### config.mk
export PLATFORM = sky130hd
export DESIGN_NAME = regfile_write_arbiter
export DESIGN_NICKNAME = d
export VERILOG_FILES = /design/src/rtl/regfile_write_arbiter_pkg.sv /design/src/rtl/regfile_write_arbiter_rr_select.sv /design/src/rtl/regfile_write_arbiter.sv
export SDC_FILE = /design/constraint.sdc
export NUM_CORES = 1
export LEC_CHECK = 0
export CELL_PAD_IN_SITES_DETAIL_PLACEMENT = 2
export CELL_PAD_IN_SITES_GLOBAL_PLACEMENT = 2
export CORE_MARGIN = 10
export CORE_UTILIZATION = 21
export DETAILED_ROUTE_END_ITERATION = 12
export PLACE_DENSITY_LB_ADDON = 0.1
export SETUP_SLACK_MARGIN = 0.2
export SLEW_MARGIN = 0
export SYNTH_ARGS = -nofsm -noshare
export SYNTH_HDL_FRONTEND = slang
export SYNTH_SLANG_ARGS = --single-unit
### constraint.sdc
create_clock -name clk -period 4.89 [get_ports clk]
set_clock_uncertainty 0.1 [all_clocks]
set_input_delay 0.489 -clock clk [delete_from_list [all_inputs] [get_ports clk]]
set_output_delay 0.489 -clock clk [all_outputs]
set_load 0.1 [all_outputs]
### src/rtl/regfile_write_arbiter_pkg.sv
// ---- regfile_write_arbiter_pkg : shared FSM states and register-select constants (rev 1.0) ----
`default_nettype none

package regfile_write_arbiter_pkg;

  typedef enum logic [0:0] {
    IDLE  = 1'b0,
    WRITE = 1'b1
  } state_t;

  localparam logic [4:0] NO_WRITE  = 5'b10000;
  localparam int         REG_IDX_W = 4;

endpackage

`default_nettype wire

### src/rtl/regfile_write_arbiter_rr_select.sv
// ---- rr_select : combinational round-robin priority selector (rev 1.0) ----
`default_nettype none

module rr_select #(
  parameter int NREQ  = 4,
  parameter int PTR_W = (NREQ > 1) ? $clog2(NREQ) : 1
) (
  input  logic [NREQ-1:0]  req,
  input  logic [PTR_W-1:0] ptr,
  output logic [NREQ-1:0]  grant_oh,
  output logic [PTR_W-1:0] grant_idx,
  output logic             valid
);

  logic [PTR_W:0] cand;

  // Walk from ptr upward with wrap-around; the first requester found wins.
  always_comb begin
    grant_oh  = '0;
    grant_idx = '0;
    valid     = 1'b0;
    cand      = '0;
    for (int k = 0; k < NREQ; k++) begin
      cand = {1'b0, ptr} + (PTR_W+1)'(k);
      if (cand >= (PTR_W+1)'(NREQ)) begin
        cand = cand - (PTR_W+1)'(NREQ);
      end
      if (!valid && req[cand[PTR_W-1:0]]) begin
        valid                       = 1'b1;
        grant_idx                   = cand[PTR_W-1:0];
        grant_oh[cand[PTR_W-1:0]]   = 1'b1;
      end
    end
  end

endmodule

`default_nettype wire

### src/rtl/regfile_write_arbiter.sv
// ---- regfile_write_arbiter : round-robin register-file write arbiter with write protection (rev 1.0) ----
`default_nettype none

module regfile_write_arbiter
  import regfile_write_arbiter_pkg::*;
#(
  parameter int          NREQ         = 4,
  parameter int          DATA_W       = 16,
  parameter logic [15:0] PROTECT_MASK = 16'h0001
) (
  input  logic                        clk,
  input  logic                        reset_n,
  input  logic [NREQ-1:0]             req,
  input  logic [NREQ*REG_IDX_W-1:0]   dest,
  input  logic [NREQ*DATA_W-1:0]      data,
  output logic [4:0]                  reg_sel,
  output logic [DATA_W-1:0]           wr_data,
  output logic [NREQ-1:0]             gnt,
  output logic [NREQ-1:0]             ack,
  output logic [NREQ-1:0]             err,
  output logic                        busy
);

  localparam int PTR_W = (NREQ > 1) ? $clog2(NREQ) : 1;

  state_t                 state;
  logic [PTR_W-1:0]       ptr;
  logic [PTR_W-1:0]       ptr_next;
  logic [NREQ-1:0]        win_oh;
  logic [PTR_W-1:0]       win_idx;
  logic                   win_valid;
  logic [REG_IDX_W-1:0]   win_dest;
  logic [DATA_W-1:0]      win_data;

  rr_select #(
    .NREQ  (NREQ),
    .PTR_W (PTR_W)
  ) u_rr_select (
    .req       (req),
    .ptr       (ptr),
    .grant_oh  (win_oh),
    .grant_idx (win_idx),
    .valid     (win_valid)
  );

  assign win_dest = dest[win_idx*REG_IDX_W +: REG_IDX_W];
  assign win_data = data[win_idx*DATA_W +: DATA_W];
  assign ptr_next = (win_idx == PTR_W'(NREQ-1)) ? '0 : win_idx + 1'b1;

  // The winning dest/data are captured straight into the output registers,
  // so the WRITE cycle presents them with no further staging.
  always_ff @(posedge clk or negedge reset_n) begin
    if (!reset_n) begin
      state   <= IDLE;
      ptr     <= '0;
      reg_sel <= NO_WRITE;
      wr_data <= '0;
      gnt     <= '0;
      ack     <= '0;
      err     <= '0;
      busy    <= 1'b0;
    end else begin
      reg_sel <= NO_WRITE;
      gnt     <= '0;
      ack     <= '0;
      err     <= '0;
      busy    <= 1'b0;
      case (state)
        IDLE: begin
          if (win_valid) begin
            ptr <= ptr_next;
            if (PROTECT_MASK[win_dest]) begin
              err <= win_oh;
            end else begin
              state   <= WRITE;
              reg_sel <= {1'b0, win_dest};
              wr_data <= win_data;
              gnt     <= win_oh;
              ack     <= win_oh;
              busy    <= 1'b1;
            end
          end
        end
        default: begin
          state <= IDLE;
        end
      endcase
    end
  end

endmodule

`default_nettype wire

Yosys cells after proc, flatten, opt, wreduce, memory -nomap -nowiden
Memories as Yosys holds them, arrays and structs flattened.
Cells that the tools add are included.
{ "word_totals": {"ff_bits": 32, "romBits": 16, "in_bits": 86, "output_inout_bits": 34, "word_cells": 94, "n_memories": 1} }
{ "memory_table": {"columns": ["name", "depth", "width", "read_ports", "rd_clocked_by_memory_dff", "wr", "line_no", "text"], "rows": [
  ["(name not given)", 16, 1, 1, 0, 0, "regfile_write_arbiter.sv:72", "if (PROTECT_MASK[win_dest]) begin"]
]} }
{ "classes": {"n_addsub": 8, "magnitude_cmp": 13, "n_eq_ne": 1, "shift": 2, "n_mux": 46, "n_bitwise": 5, "reduce_logical": 12} }
{ "ops": {"columns": ["operator", "n"], "rows": [
  ["$shiftx A64 B7 Y16", 1],
  ["$mux W4", 10],
  ["$mux W2", 9],
  ["$mux W1", 16],
  ["$shiftx A16 B5 Y4", 1],
  ["$mux W5", 3],
  ["$lt A2 B3 Y1 const B", 4],
  ["$or A4 B4 Y4", 3],
  ["$ge A3 B3 Y1 const B", 3],
  ["$bmux W1 S2", 4],
  ["$demux W1 S2", 4],
  ["$ge A2 B1 Y1 const B", 4],
  ["$sub A2 B1 Y2 const B", 4],
  ["$logic_and A1 B1 Y1", 7],
  ["$add A2 B2 Y3 const B", 2],
  ["$lt A4 B5 Y1 const B", 1],
  ["$add A2 B1 Y3 const B", 1],
  ["$ge A2 B3 Y1 const B", 1],
  ["$logic_not A1 Y1", 3],
  ["$reduce_and A3 Y1", 1],
  ["$add A2 B1 Y2 const B", 1],
  ["$eq A2 B2 Y1 const B", 1],
  ["$not A1 Y1", 2],
  ["$reduce_and A2 Y1", 1]
]} }

Logic depth before layout (Yosys ltp)
Gate-level depths: netlist of the first run.
{ "depth": {"word_depth": 20, "ltp_mapped": 13, "ltp_nobuf": 10} }

Hierarchy
A second synthesis of the first run with hierarchy kept.
{ "unflattened": {"hier_cells": 150, "hier_area_um2": 2120.8} }
{ "by_module_without_submodules": {"columns": ["module", "n_inst", "cells_per_inst", "area_per_inst_um2", "seq_area_each_um2"], "rows": [
  ["regfile_write_arbiter", 1, 105, 1699.1, 802.0],
  ["rr_select", 1, 45, 421.7, 0.0]
]} }

Least setup slack after synthesis of the first run
OpenSTA, ideal clock, no wires.
{ "synth_timing": {"path_type": "register to register", "from": "reg ptr[0]", "to": "reg wr_data[12]", "setup_time_ns": 0.128, "arrival_ns": 3.830, "t_required_ns": 4.662, "slack_ns": 0.832, "stages_incl_launch_ff": 14, "path_buffers": 3, "synth_period_minus_slack_ns": 4.058, "cell_sequence": "dfrtp_1 -> buf_6 -> inv_1 -> ha_1 -> mux4_2 -> or3_1 -> or3b_1 -> nand2_1 -> buf_2 -> a21oi_1 -> a22oi_1 -> o31a_1 -> buf_2 -> mux2_1"} }
{ "synth_between": {"elab_chain_len": 19, "elab_cells_between_ends": 43, "classes_between": "add/sub: 7; order compare: 4; shift: 2; mux: 21; bitwise: 1; reduce/logical: 7; memory: 1"} }
{ "synth_lines": {"columns": ["item", "line_no", "text"], "rows": [
  ["start: declaration", "regfile_write_arbiter.sv:27", "logic [PTR_W-1:0] ptr;"],
  ["start signal: assignment", "regfile_write_arbiter.sv:71", "ptr <= ptr_next;"],
  ["parallel branches: the longest is 19 deep, another holds $add A2 B1 Y3", null, null],
  ["end signal: assignment", "regfile_write_arbiter.sv:77", "wr_data <= win_data;"],
  ["end: declaration", "regfile_write_arbiter.sv:17", "output logic [DATA_W-1:0] wr_data,"]
]} }
Parallel ways; which one is timed is not known. The select of a mux whose other input is x is not followed.
A chain may end at the register's enable or synchronous reset.

Final worst setup path of the first run
{ "layout_timing": {"from": "reg ptr[0]", "to": "reg wr_data[6]"} }
Same word-level chain as after synthesis.

==> results.toml, run 1 <==
[placed_design]
port-buffer-count = 119
dp_hpwl_um = 7370
gp_congestion = 0.816

[synthesis]
synth_ff_type = "dfrtp_1"
synth_top_family_by_area = "simple AND/OR/NAND/NOR gates"
syn-mean-instance-area_sq_um = 8.77
muxShareOfSynthArea = 0.137
syn_nets = 345
synth_seq_cells = 32
synth_fa_ha_area_frac = 0.0455
synth_edf_count = 0
synth_cells = 251
yosys.area_share.simple = 0.253
synth_cell_type_count = 42
syn_area_sq_um = 2200
yosysSeqAreaShare = 0.364
synth_compound_area_frac = 0.144
synthXorXnorAreaFrac = 0.00398
yosys_warnings = 0
synthArstFlopShare = 1.00

[route]
drtIter0Drc = 100
wl_um = 9250
drtPass1Iterations = 3
drtAntennaViolNets = 0
vias = 2354
route.detailed.drc = 0
viasPerCell = 4.66
wl_per_cell_um = 18.3

[global_route]
grt_pass1_wl_um = 14400
grt_usage = 0.120
grt-ovfl-total = 0
grt_max_degree = 33
first_global_vias = 2672
antenna_found_initial = 0

[critical_path]
criticalPathCategory = "reg -> reg"
critPathCaptureType = "flop"
crit_fanout = 22
cp-start-kind = "flop"
crit_required_ns = 4.96
crit_arrival_ns = 4.23

[sta]
rsz0062_at_grt = "false"
max_slew.worst_pin.slew_ns = 1.03
setup_viol = 0
fin_crit_ns = 4.17
finalSetupTns_ns = 0
finalHoldViolCount = 0
clock.fmax_mhz = 240
fin_crit_sh = 0.852
maxSlewViolCount = 0
relSlewSlack = 0.310

[finish]
seqCellArea_sq_um = 802
areaGrowthSynthToFinish_pct = 65.4
final_common_cell = "clkdlybuf4s50_1"
antennaDiodeCount = 0
final_nets = 462
layout_common_cells = "clkdlybuf4s50_1 (118), nand2_1 (71), dfrtp_1 (31)"
multiInputGateArea_sq_um = 1290
drive_gt1_frac = 0.0759
fill_cells = 1172

[clock_tree]
clk_latency_ns = 0.29
cts_tree = "built"
cts.sinks = 32
numCtsBuffers = 5
root_buffer = "clkbuf_8"
htree_levels = 2
clockBufferDepth = 2
clk_pin_slew_ns = 0.08
post-cts-setup-buffers = 0

[flow_run]
cap_violations = 0

[floorplanning]
initial_core_util = 0.214
die_h_um = 122
fp-row-count = 37
die_w_um = 122
pin_count = 120
die-area_sq_um = 15000
core-area_sq_um = 10300

[outcome]
outcome = "completed"

[hold_path]
hold_path_class = "in -> async"
final cells by class:
type / instances / share of cell area
Sequential cell: 32 / 0.220
Multi-Input combinational cell: 196 / 0.353
Clock inverter: 2 / 0.00962
Tap cell: 136 / 0.0467
Clock buffer: 6 / 0.0199
Timing Repair Buffer: 129 / 0.346
Inverter: 4 / 0.00412
registers in the layout (all words and copies together), names as in the netlist:
register and count:
ptr 2, ack 4, err 4, state 1, wr_data 16, reg_sel 5
logic make-up after synthesis:
logic type / Yosys count
simple gates: 119
compound gates: 45
flops: 32
buf+inv: 23
mux: 23
fa+ha+maj: 8
xor+xnor: 1
critical path: stages (launching register included):
cell and delay (ns):
dfrtp_1 0.35, inv_1 0.14, ha_1 0.44, mux4_2 0.54, or3_1 0.40, or3b_1 0.44
and3_1 0.22, a211oi_1 0.29, o22ai_1 0.15, o31a_2 0.58, mux2_1 0.38
through the flow:
| stage | hold WS [ns] | setup WS, ns | area (sq um) | util | cells |
|---|---|---|---|---|---|
| 2_1_floorplan | 0.0934 | 0.832 | 2200 | - | 251 |
| 3_3_place_gp | 0.367 | 0.382 | 3530 | 0.344 | 497 |
| 3_5_place_dp | 0.378 | 0.241 | 3530 | 0.344 | 497 |
| 4_1_cts | 0.192 | 0.261 | 3640 | 0.354 | 505 |
| 5_1_grt | 0.233 | 0.351 | 3640 | 0.354 | 505 |
| 6_report | 0.165 | 0.724 | 3640 | 0.354 | 505 |
per-layer routing:
layer / routed length, um / GRT usage
met4: 78 / 0.0287
met2: 4560 / 0.207
met5: 0 / 0
met1: 3880 / 0.139
met3: 737 / 0.0445
cells in the mapped netlist, types with 2 or more instances:
cell type / instances / area share
a211oi_1: 3 / 0.010
a21oi_1: 5 / 0.011
a221oi_1: 4 / 0.016
a22oi_1: 6 / 0.020
a31oi_1: 16 / 0.045
and2_1: 4 / 0.011
and3_1: 20 / 0.057
buf_1: 2 / 0.0034
buf_2: 2 / 0.0045
buf_4: 5 / 0.017
clkbuf_1: 9 / 0.015
dfrtp_1: 31 / 0.35
ha_1: 8 / 0.045
inv_1: 3 / 0.0051
mux2_1: 16 / 0.082
mux2i_1: 2 / 0.0091
mux4_2: 4 / 0.041
nand2_1: 71 / 0.12
nor2_1: 7 / 0.012
nor2b_1: 10 / 0.028
nor3_1: 2 / 0.0045
worst paths after layout:
check,depth (start not counted),from,end,slack (ns)
min in group clk,1,wr_data[15],wr_data[15],0.39
min,1,reset_n,state,0.17
max reg2reg,10,ptr[0],wr_data[6],0.72
min reg2reg,1,wr_data[15],wr_data[15],0.39
max in group asynchronous,1,reset_n,wr_data[15],4.03
max,10,ptr[0],wr_data[6],0.72
timing repair:
item	CTS	global route
endpoints found under the setup margin	0	20
hold buffers	0	0
gates resized for setup	0	1
Power of run 1 is left out: the tool's default activity adds up to more than one toggle a clock period on the data nets, which glitch-free logic cannot reach.
==> inputs of run 2 (changes only) <==
GPL_ROUTABILITY_DRIVEN = 0   (was not set)
PLACE_DENSITY_LB_ADDON = 0.3   (was 0.1)
==> results.toml, run 2 (synthesized netlist as in run 1, its figures left out) <==
[outcome]
outcome = "completed"

[finish]
top_register = "wr_data"
fill_cells = 1172
layout_common_cells = "clkdlybuf4s50_1 (118), nand2_1 (71), dfrtp_1 (31)"
reg_top3 = "wr_data: 16 flops, reg_sel: 5 flops"
antennaDiodeCount = 0
drive_gt1_frac = 0.0786
final_nets = 462
largest_reg_flops = 16
fin_cells = 505
final_common_cell = "clkdlybuf4s50_1"
areaGrowthSynthToFinish_pct = 64.7

[critical_path]
cp-start-kind = "flop"
crit_fanout = 22
worst-r2r-cell-count = 10
r2r-start = "ptr[1]"
critPathCaptureType = "flop"
r2r-end = "wr_data[13]"
criticalPathCategory = "reg -> reg"
reg2reg_slack_ns = 0.60
crit_arrival_ns = 4.36
crit_required_ns = 4.96

[clock_tree]
cts_tree = "built"
clockBufferDepth = 2
htree_levels = 2
clk_pin_slew_ns = 0.07
cts.sinks = 32
ctsHoldBuffers = 0
post-cts-setup-buffers = 0
numCtsBuffers = 5
root_buffer = "clkbuf_8"
ctsResizeCount = 1
clk_latency_ns = 0.29

[floorplanning]
fp-row-count = 37
pin_count = 120
initial_core_util = 0.214
die_w_um = 122
die_h_um = 122
core-area_sq_um = 10300
die-area_sq_um = 15000

[sta]
relSlewSlack = 0.308
setup_viol = 0
rsz0062_at_grt = "false"
maxSlewViolCount = 0
fin_crit_ns = 4.29
fin_crit_sh = 0.877
finalHoldViolCount = 0
finalSetupTns_ns = 0
clock.fmax_mhz = 233
max_slew.worst_pin.slew_ns = 1.04

[route]
route.detailed.drc = 0
drtIter0Drc = 75
wl_per_cell_um = 18.4
vias = 2339
drtPass1Iterations = 4
wl_um = 9320
viasPerCell = 4.63
drtAntennaViolNets = 0

[global_route]
grt_pass1_wl_um = 14300
grt-ovfl-total = 0
antenna_found_initial = 0
grt_usage = 0.121
grt_max_degree = 33
first_global_vias = 2671

[flow_run]
cap_violations = 0

[placed_design]
placed_cells = 497
dp_hpwl_um = 7610
port-buffer-count = 119

[hold_path]
hold_path_class = "in -> async"
## run 2: worst max-delay path by stage
stage | startpoint | endpoint | slack (ns) | depth (start not counted)
final | ptr[1] | wr_data[13] | 0.60 | 10
after global routing | ptr[0] | wr_data[15] | 0.27 | 10
after CTS | ptr[1] | wr_data[15] | 0.56 | 10
after detailed placement | req[0] | wr_data[15] | 0.13 | 9
after global placement | req[0] | wr_data[11] | 0.29 | 9
after floorplan | ptr[0] | wr_data[12] | 0.83 | 13
## run 2: metrics by stage
stage	instance area (sq um)	hold slack, ns	utilization	worst slack, ns
2_1_floorplan	2200	0.0934	-	0.832
3_3_place_gp	3530	0.366	0.344	0.294
3_5_place_dp	3530	0.379	0.344	0.127
4_1_cts	3630	0.180	0.353	0.559
5_1_grt	3630	0.218	0.353	0.272
6_report	3630	0.151	0.353	0.599
## run 2: metal layers
metal / GRT usage / part of all wire
met1: 0.131 / 0.38
met2: 0.227 / 0.55
met3: 0.0294 / 0.056
met4: 0.0353 / 0.015
met5: 0 / 0
## run 2: final cells by class
cell class,count,area (sq um),share of cell area
Multi-Input combinational cell,196,1290,0.355
Timing Repair Buffer,129,1260,0.348
Sequential cell,32,802,0.221
Tap cell,136,170,0.0469
Clock buffer,6,82.6,0.0228
Inverter,4,15.0,0.00414
Clock inverter,2,10.0,0.00276
## run 2: critical path: stages, from the launching register on
cell and delay [ns]:
dfrtp_1 0.34, inv_1 0.14, ha_1 0.44, mux4_2 0.64, or3_1 0.40, or3b_1 0.45
and3_1 0.22, a211oi_1 0.29, o22ai_1 0.18, o31a_2 0.57, mux2_1 0.38
Power of run 2 is left out for the same reason.
